`config.mk`:
```
export PLATFORM = sky130hd
export DESIGN_NAME = pipe_ctrl
export DESIGN_NICKNAME = d
export VERILOG_FILES = /design/src/rtl/pipe_ctrl.sv
export SDC_FILE = /design/constraint.sdc
export NUM_CORES = 1
export LEC_CHECK = 0
export ABC_AREA = 0
export CORE_ASPECT_RATIO = 1.2
export CORE_MARGIN = 2
export CORE_UTILIZATION = 48
export CTS_CLUSTER_DIAMETER = 30
export DETAILED_ROUTE_END_ITERATION = 8
export PLACE_DENSITY = 0.9
export SLEW_MARGIN = 20
export SYNTH_ARGS = -nofsm -noshare
export SYNTH_HDL_FRONTEND = slang
export SYNTH_SLANG_ARGS = --single-unit
```
`constraint.sdc`:
```
create_clock -name clk -period 3.25 [get_ports clk]
set_input_delay 0.325 -clock clk [delete_from_list [all_inputs] [get_ports clk]]
set_output_delay 0.325 -clock clk [all_outputs]
set_load 0.005 [all_outputs]
```
`src/rtl/pipe_ctrl.sv`:
```
`default_nettype none
// ============================================================================
//  Module      : pipe_ctrl
//  Description : Decode-stage pipeline controller. Produces registered ID/EX
//                control, combinational forwarding selects, load-use stall,
//                branch/jump redirect with flush, a three-state EXEC sequence
//                (IDLE -> WAIT -> RUN) and saturating stall/flush counters.
//  Revision    : 1.0 - initial release
// ----------------------------------------------------------------------------
//  Ports
//    clk, rst (async, active-low)
//    instr_vld, opcode[3:0], cond[2:0], flag[2:0] = {N,V,Z}
//    rs_addr, rt_addr, rd_addr         : decode-stage register addresses
//    ex_rd, ex_wen, ex_load            : EX-stage destination info
//    mem_rd, mem_wen                   : MEM-stage destination info
//    alu_op, write_en, mem_enab, mem_write(active-low) : registered ID/EX ctl
//    fwd_rs, fwd_rt                    : 00 regfile, 01 EX, 10 MEM
//    stall, flush, br_taken            : hazard / redirect controls
//    exec_active, exec_ret             : EXEC sequence status / return pulse
//    stall_cnt, flush_cnt              : saturating event counters
// ============================================================================
module pipe_ctrl #(
    parameter int RSIZE    = 4,
    parameter int CNTW     = 16,
    parameter int ZERO_REG = 1
) (
    input  logic             clk,
    input  logic             rst,
    input  logic             instr_vld,
    input  logic [3:0]       opcode,
    input  logic [2:0]       cond,
    input  logic [2:0]       flag,
    input  logic [RSIZE-1:0] rs_addr,
    input  logic [RSIZE-1:0] rt_addr,
    input  logic [RSIZE-1:0] rd_addr,
    input  logic [RSIZE-1:0] ex_rd,
    input  logic             ex_wen,
    input  logic             ex_load,
    input  logic [RSIZE-1:0] mem_rd,
    input  logic             mem_wen,
    output logic [2:0]       alu_op,
    output logic             write_en,
    output logic             mem_enab,
    output logic             mem_write,
    output logic [1:0]       fwd_rs,
    output logic [1:0]       fwd_rt,
    output logic             stall,
    output logic             flush,
    output logic             br_taken,
    output logic             exec_active,
    output logic             exec_ret,
    output logic [CNTW-1:0]  stall_cnt,
    output logic [CNTW-1:0]  flush_cnt
);

    typedef enum logic [1:0] {
        S_IDLE = 2'd0,
        S_WAIT = 2'd1,
        S_RUN  = 2'd2
    } state_t;

    localparam logic [CNTW-1:0] c_CNT_ONE = {{(CNTW-1){1'b0}}, 1'b1};

    state_t            r_state;
    logic [2:0]        r_alu_op;
    logic              r_write_en;
    logic              r_mem_enab;
    logic              r_mem_write;
    logic              r_br_taken;
    logic              r_flush;
    logic              r_exec_ret;
    logic [CNTW-1:0]   r_stall_cnt;
    logic [CNTW-1:0]   r_flush_cnt;

    logic [2:0]        w_alu_op;
    logic              w_write_en;
    logic              w_mem_enab;
    logic              w_mem_write;
    logic              w_rs_used;
    logic              w_rt_used;
    logic              w_cond_true;
    logic              w_stall;
    logic              w_issue;
    logic              w_take;
    logic              w_unused;

    // Destination address is consumed by later stages, not by this controller.
    assign w_unused = ^rd_addr;

    // Register address match; address 0 is never a real dependency when it is
    // the hardwired zero register.
    function automatic logic f_match(input logic [RSIZE-1:0] a,
                                     input logic [RSIZE-1:0] b);
        return (a == b) && ((ZERO_REG == 0) || (a != '0));
    endfunction

    always_comb begin
        w_alu_op    = 3'b000;
        w_write_en  = 1'b0;
        w_mem_enab  = 1'b0;
        w_mem_write = 1'b1;
        case (opcode)
            4'd8:  begin w_write_en = 1'b1; w_mem_enab = 1'b1; end
            4'd9:  begin w_mem_enab = 1'b1; w_mem_write = 1'b0; end
            4'd10: w_write_en = 1'b1;
            4'd11: begin w_write_en = 1'b1; w_alu_op = 3'b010; end
            4'd13: w_write_en = 1'b1;
            default: begin
                if (!opcode[3]) begin
                    w_alu_op   = opcode[2:0];
                    w_write_en = 1'b1;
                end
            end
        endcase
    end

    // flag = {N, V, Z}
    always_comb begin
        w_cond_true = 1'b0;
        case (cond)
            3'b000:  w_cond_true = flag[0];
            3'b001:  w_cond_true = !flag[0];
            3'b010:  w_cond_true = !flag[0] && !flag[2];
            3'b011:  w_cond_true = flag[2];
            3'b100:  w_cond_true = flag[0] || !flag[2];
            3'b101:  w_cond_true = flag[0] || flag[2];
            3'b110:  w_cond_true = flag[1];
            default: w_cond_true = 1'b1;
        endcase
    end

    assign w_rs_used = (opcode < 4'd10) || (opcode == 4'd14);
    assign w_rt_used = (opcode < 4'd4)  || (opcode == 4'd9);

    // A load result is not available from EX, so it is never forwarded from
    // there; the consumer waits one cycle and picks it up from MEM.
    always_comb begin
        fwd_rs = 2'b00;
        if (w_rs_used && ex_wen && !ex_load && f_match(ex_rd, rs_addr))
            fwd_rs = 2'b01;
        else if (mem_wen && f_match(mem_rd, rs_addr))
            fwd_rs = 2'b10;
    end

    always_comb begin
        fwd_rt = 2'b00;
        if (w_rt_used && ex_wen && !ex_load && f_match(ex_rd, rt_addr))
            fwd_rt = 2'b01;
        else if (mem_wen && f_match(mem_rd, rt_addr))
            fwd_rt = 2'b10;
    end

    assign w_stall = instr_vld && ex_load && ex_wen &&
                     ((w_rs_used && f_match(ex_rd, rs_addr)) ||
                      (w_rt_used && f_match(ex_rd, rt_addr)));

    // An instruction issues only when it is valid, not held by a stall, and
    // not the wrong-path slot behind a redirect (flush cycle / WAIT).
    assign w_issue = instr_vld && !w_stall && !r_flush && (r_state != S_WAIT);
    assign w_take  = w_issue && (((opcode == 4'd12) && w_cond_true) ||
                                 (opcode == 4'd13) || (opcode == 4'd14));

    always_ff @(posedge clk or negedge rst) begin
        if (!rst) begin
            r_state     <= S_IDLE;
            r_alu_op    <= 3'b000;
            r_write_en  <= 1'b0;
            r_mem_enab  <= 1'b0;
            r_mem_write <= 1'b1;
            r_br_taken  <= 1'b0;
            r_flush     <= 1'b0;
            r_exec_ret  <= 1'b0;
        end else begin
            r_br_taken  <= w_take;
            r_flush     <= w_take;
            r_exec_ret  <= 1'b0;

            // Opcode 15 inside RUN is not allowed to nest; it becomes a bubble.
            if (w_issue && !((r_state == S_RUN) && (opcode == 4'd15))) begin
                r_alu_op    <= w_alu_op;
                r_write_en  <= w_write_en;
                r_mem_enab  <= w_mem_enab;
                r_mem_write <= w_mem_write;
            end else begin
                r_alu_op    <= 3'b000;
                r_write_en  <= 1'b0;
                r_mem_enab  <= 1'b0;
                r_mem_write <= 1'b1;
            end

            case (r_state)
                S_IDLE: begin
                    if (w_issue && (opcode == 4'd15)) begin
                        r_state    <= S_WAIT;
                        r_br_taken <= 1'b1;
                        r_flush    <= 1'b1;
                    end
                end
                S_WAIT: r_state <= S_RUN;
                S_RUN: begin
                    if (!w_stall) begin
                        r_state    <= S_IDLE;
                        // A redirect out of RUN replaces the PC restore.
                        r_exec_ret <= !w_take;
                    end
                end
                default: r_state <= S_IDLE;
            endcase
        end
    end

    always_ff @(posedge clk or negedge rst) begin
        if (!rst) begin
            r_stall_cnt <= '0;
            r_flush_cnt <= '0;
        end else begin
            if (w_stall && (r_stall_cnt != '1))
                r_stall_cnt <= r_stall_cnt + c_CNT_ONE;
            if (r_flush && (r_flush_cnt != '1))
                r_flush_cnt <= r_flush_cnt + c_CNT_ONE;
        end
    end

    assign alu_op      = r_alu_op;
    assign write_en    = r_write_en;
    assign mem_enab    = r_mem_enab;
    assign mem_write   = r_mem_write;
    assign stall       = w_stall;
    assign flush       = r_flush;
    assign br_taken    = r_br_taken;
    assign exec_active = (r_state != S_IDLE);
    assign exec_ret    = r_exec_ret;
    assign stall_cnt   = r_stall_cnt;
    assign flush_cnt   = r_flush_cnt;

endmodule
`default_nettype wire
```
==> impl_results.md <==
* Post-Syn Area at ~2300 sq um
* Mean Syn Cell Area at about 11 sq um
* Fin nets at about 340
* Largest stage delay, worst path at between 0.6 and 0.7 ns
* Worst Setup SP: opcode[2]
* Netlist cell types at 49
* P&R area growth vs syn at 39.22%
* Antenna violations before repair at 0
* Max Cap Violations at 0
* Final wirelength at between 5 and 6 mm
* R2r startpoint: flush_cnt[7]
* Hold slack at about 0.15 ns
* Share of layout cells above drive strength 1 at 7.047%
* Num Clock Sinks at 42
* Crit path top cell by count: clkdlybuf4s50_1
* Cell chain of the critical path: clkdlybuf4s50_1, o21ai_1, a31oi_1, or4_1, a21oi_4, clkdlybuf4s50_1
* Post-Route Setup TNS at 0 ns
* HP Class: in -> async
* Post-synth EDFFs at 0
* Cell depth of the worst setup path at 6
* Starting density of the core at 49.78%
* Gr ovfl total at 0
* Data arrival, critical path at 2.50 ns
* Synthesized net count at 255
* Reg2Reg Depth at 5
* Io pins at slightly above 80
* DRC Markers at 0
* Total CTS buffers at 5
* Clk Latency, worst-skew pair at roughly 0.30 ns
* Buf/Inv on CP at 2
* R2R Setup Slk at ~1.2 ns
* Post-synth top area cell: dfrtp_1
* # setup viols final at 0
* Cells after Synth at around 220
* Share of the synthesized area in the top cell type at between 40% and 50%
* Worst vdd ir at roughly 0.00018 V
* Wire per inst at 14.27 microns
* CTS tree: yes
* Die H at ~80 microns
* Final Max Slew Viols at 0
* Pin count of the biggest net entering global routing at between 40 and 50
* Die area at around 5300 sq um
* Total chip power at about 1.2 mW
* Unrepaired setup endpoints after global routing: false
* Worst-path maximum fanout at 10
* Power Density at 375.8 nW/um^2
* Slew @ Worst Pin at 0.8874 ns
* Tmin final at between 2 and 3 ns
* Std cell rows at 27
* Routed vias at 1974
* CTS resizes at 0
* R2r endpoint: flush_cnt[1]
* RePlAce Congestion at 0.7845
* Via/cell ratio at 5.545
* Sequential fraction of the synthesis area at between 40% and 50%
* Hold Vio Cnt, Final at 0
* Final cycle utilization of the critical path at a little under 90%
* Synthesis warning total at 0
* H-tree depth at 2
* Worst setup path end: stall
* First-pass GRT wire length at around 8.6 mm
* DIE WIDTH at around 67 microns
* Initial DRC Count at around 120
* Number of global-route vias before repair at just under 2000
* Core Region at roughly 4600 sq um
* Tot GR Track Use at a little over a fifth
* Max_slew headroom at around two fifths
* Antenna Nets Post-Route at 0
* Top cells by area, synth: dfrtp_1, xnor2_1, nand4_1, nand2_1, nand3_1
* Crit path kind: in -> out
* Leakage power at between 1 and 1.5 nW
* CP required at just under 3 ns
* DR pass1 iterations at 4
* Async S/R FF share, synth at 100.0%
* Max Freq at between 300 and 400 MHz
* Clk slew on worst S/H paths at approximately 0.07 ns
* Hold buffer count at CTS at 0
* Ant diodes at 0
* Main synth FF type: dfrtp_1
* Worst Skew at 0.008914 ns
* Worst-case clock buffer depth at 2
* Slowest CP cell: or4_1
* Port bufs at between 70 and 80
* CP Launch Type: primary input
* Crit path max-delay family: buffers and inverters
* Fillers at 371
* # Post-CTS Setup Buffers at 0
* Yosys reg bits at between 40 and 50
* Crit end category: output port
* Status: finished, final reports clean
* Post-detail-place hpwl at 4.065 mm
* CTS root buf: clkbuf_8
[stage by stage]
step	setup WS, ns	cells	utilization, %	instance area [sq um]
after floorplan	1.286	217	-	2287
after global placement	0.4624	348	67.32	3093
after detailed placement	0.4244	348	67.32	3093
after CTS	0.4197	356	69.31	3184
after global routing	0.2721	356	69.31	3184
final	0.4210	356	69.31	3184
[sequential cells by signal, indices dropped and copies added (netlist names)]
register,flops
stall_cnt,16
r_state,2
mem_enab,1
exec_ret,1
flush_cnt,16
flush,1
mem_write,1
write_en,1
alu_op,3
[layout by cell type (no fill, tap or decap), types with 2 or more instances in the layout]
cell,n
ha_1,2
o41ai_1,2
a21oi_1,3
or4_1,2
nor3_1,6
nor2_1,15
mux2_2,2
clkdlybuf4s50_1,77
nand2_1,19
o21ai_0,2
clkbuf_8,6
or2_2,2
nand2b_1,3
nand3_1,14
xor2_1,7
dfrtp_1,41
xnor2_1,39
and4_1,2
and3_1,6
inv_1,3
nand4_1,14
and2_1,2
[area by class of cell]
| cell class | instances | area (sq um) | area share, % |
|---|---|---|---|
| tap | 58 | 72.57 | 2.279 |
| clock buffer | 7 | 86.33 | 2.711 |
| sequential | 42 | 1052 | 33.05 |
| clock inverter | 1 | 5.005 | 0.1572 |
| multi-input combinational | 166 | 1174 | 36.86 |
| timing repair buffer | 79 | 783.3 | 24.60 |
| inverter | 3 | 11.26 | 0.3536 |
[how the worst min path moves through the flow]
| stage | end | slack (ns) | depth (start not counted) |
|---|---|---|---|
| finish | flush_cnt[9] | 0.15 | 1 |
| global route | flush_cnt[9] | 0.23 | 1 |
| CTS | r_state[1] | 0.18 | 1 |
| detailed placement | flush_cnt[15] | 0.49 | 1 |
| global placement | flush_cnt[9] | 0.48 | 1 |
| floorplan | alu_op[0] | 0.03 | 0 |
[where the power goes]
group / internal, mW / switching (mW)
clock: 0.171 / 0.172
combinational: 0.153 / 0.0925
sequential: 0.559 / 0.0488
total: 0.884 / 0.313
[kinds of logic after synthesis]
family / Yosys count / synth area share, %
AO/OA/AOI/OAI: 18 / 7.276
XOR/XNOR: 46 / 17.62
adder cells (fa/ha/maj): 2 / 1.094
buffers and inverters: 9 / 2.680
flip-flops: 42 / 46.01
multiplexers: 4 / 2.079
AND/OR/NAND/NOR: 96 / 23.25
[synthesized netlist by cell type, types with 2 or more instances]
library cell and number:
dfrtp_1 41, xnor2_1 39, nand2_1 19, nor2_1 15, nand3_1 14, nand4_1 14
xor2_1 7, and3_1 6, nor3_1 6, a21oi_1 3, buf_6 3, inv_1 3
nand2b_1 3, and2_1 2, and4_1 2, ha_1 2, mux2_2 2, o21ai_0 2
o41ai_1 2, or2_2 2, or4_1 2
[per-layer routing]
| layer | GRT usage [%] | vias to the layer above | wire length (microns) | share of wire (%) |
|---|---|---|---|---|
| li1 | - | 938 | - | - |
| met1 | 22.71 | 944 | 1879 | 37 |
| met2 | 39.41 | 79 | 2761 | 54 |
| met3 | 4.513 | 13 | 311 | 6.1 |
| met4 | 8.980 | 0 | 129 | 2.5 |
| met5 | 0 | - | 0 | 0 |
No activity file was read; power rests on OpenSTA's default activity.
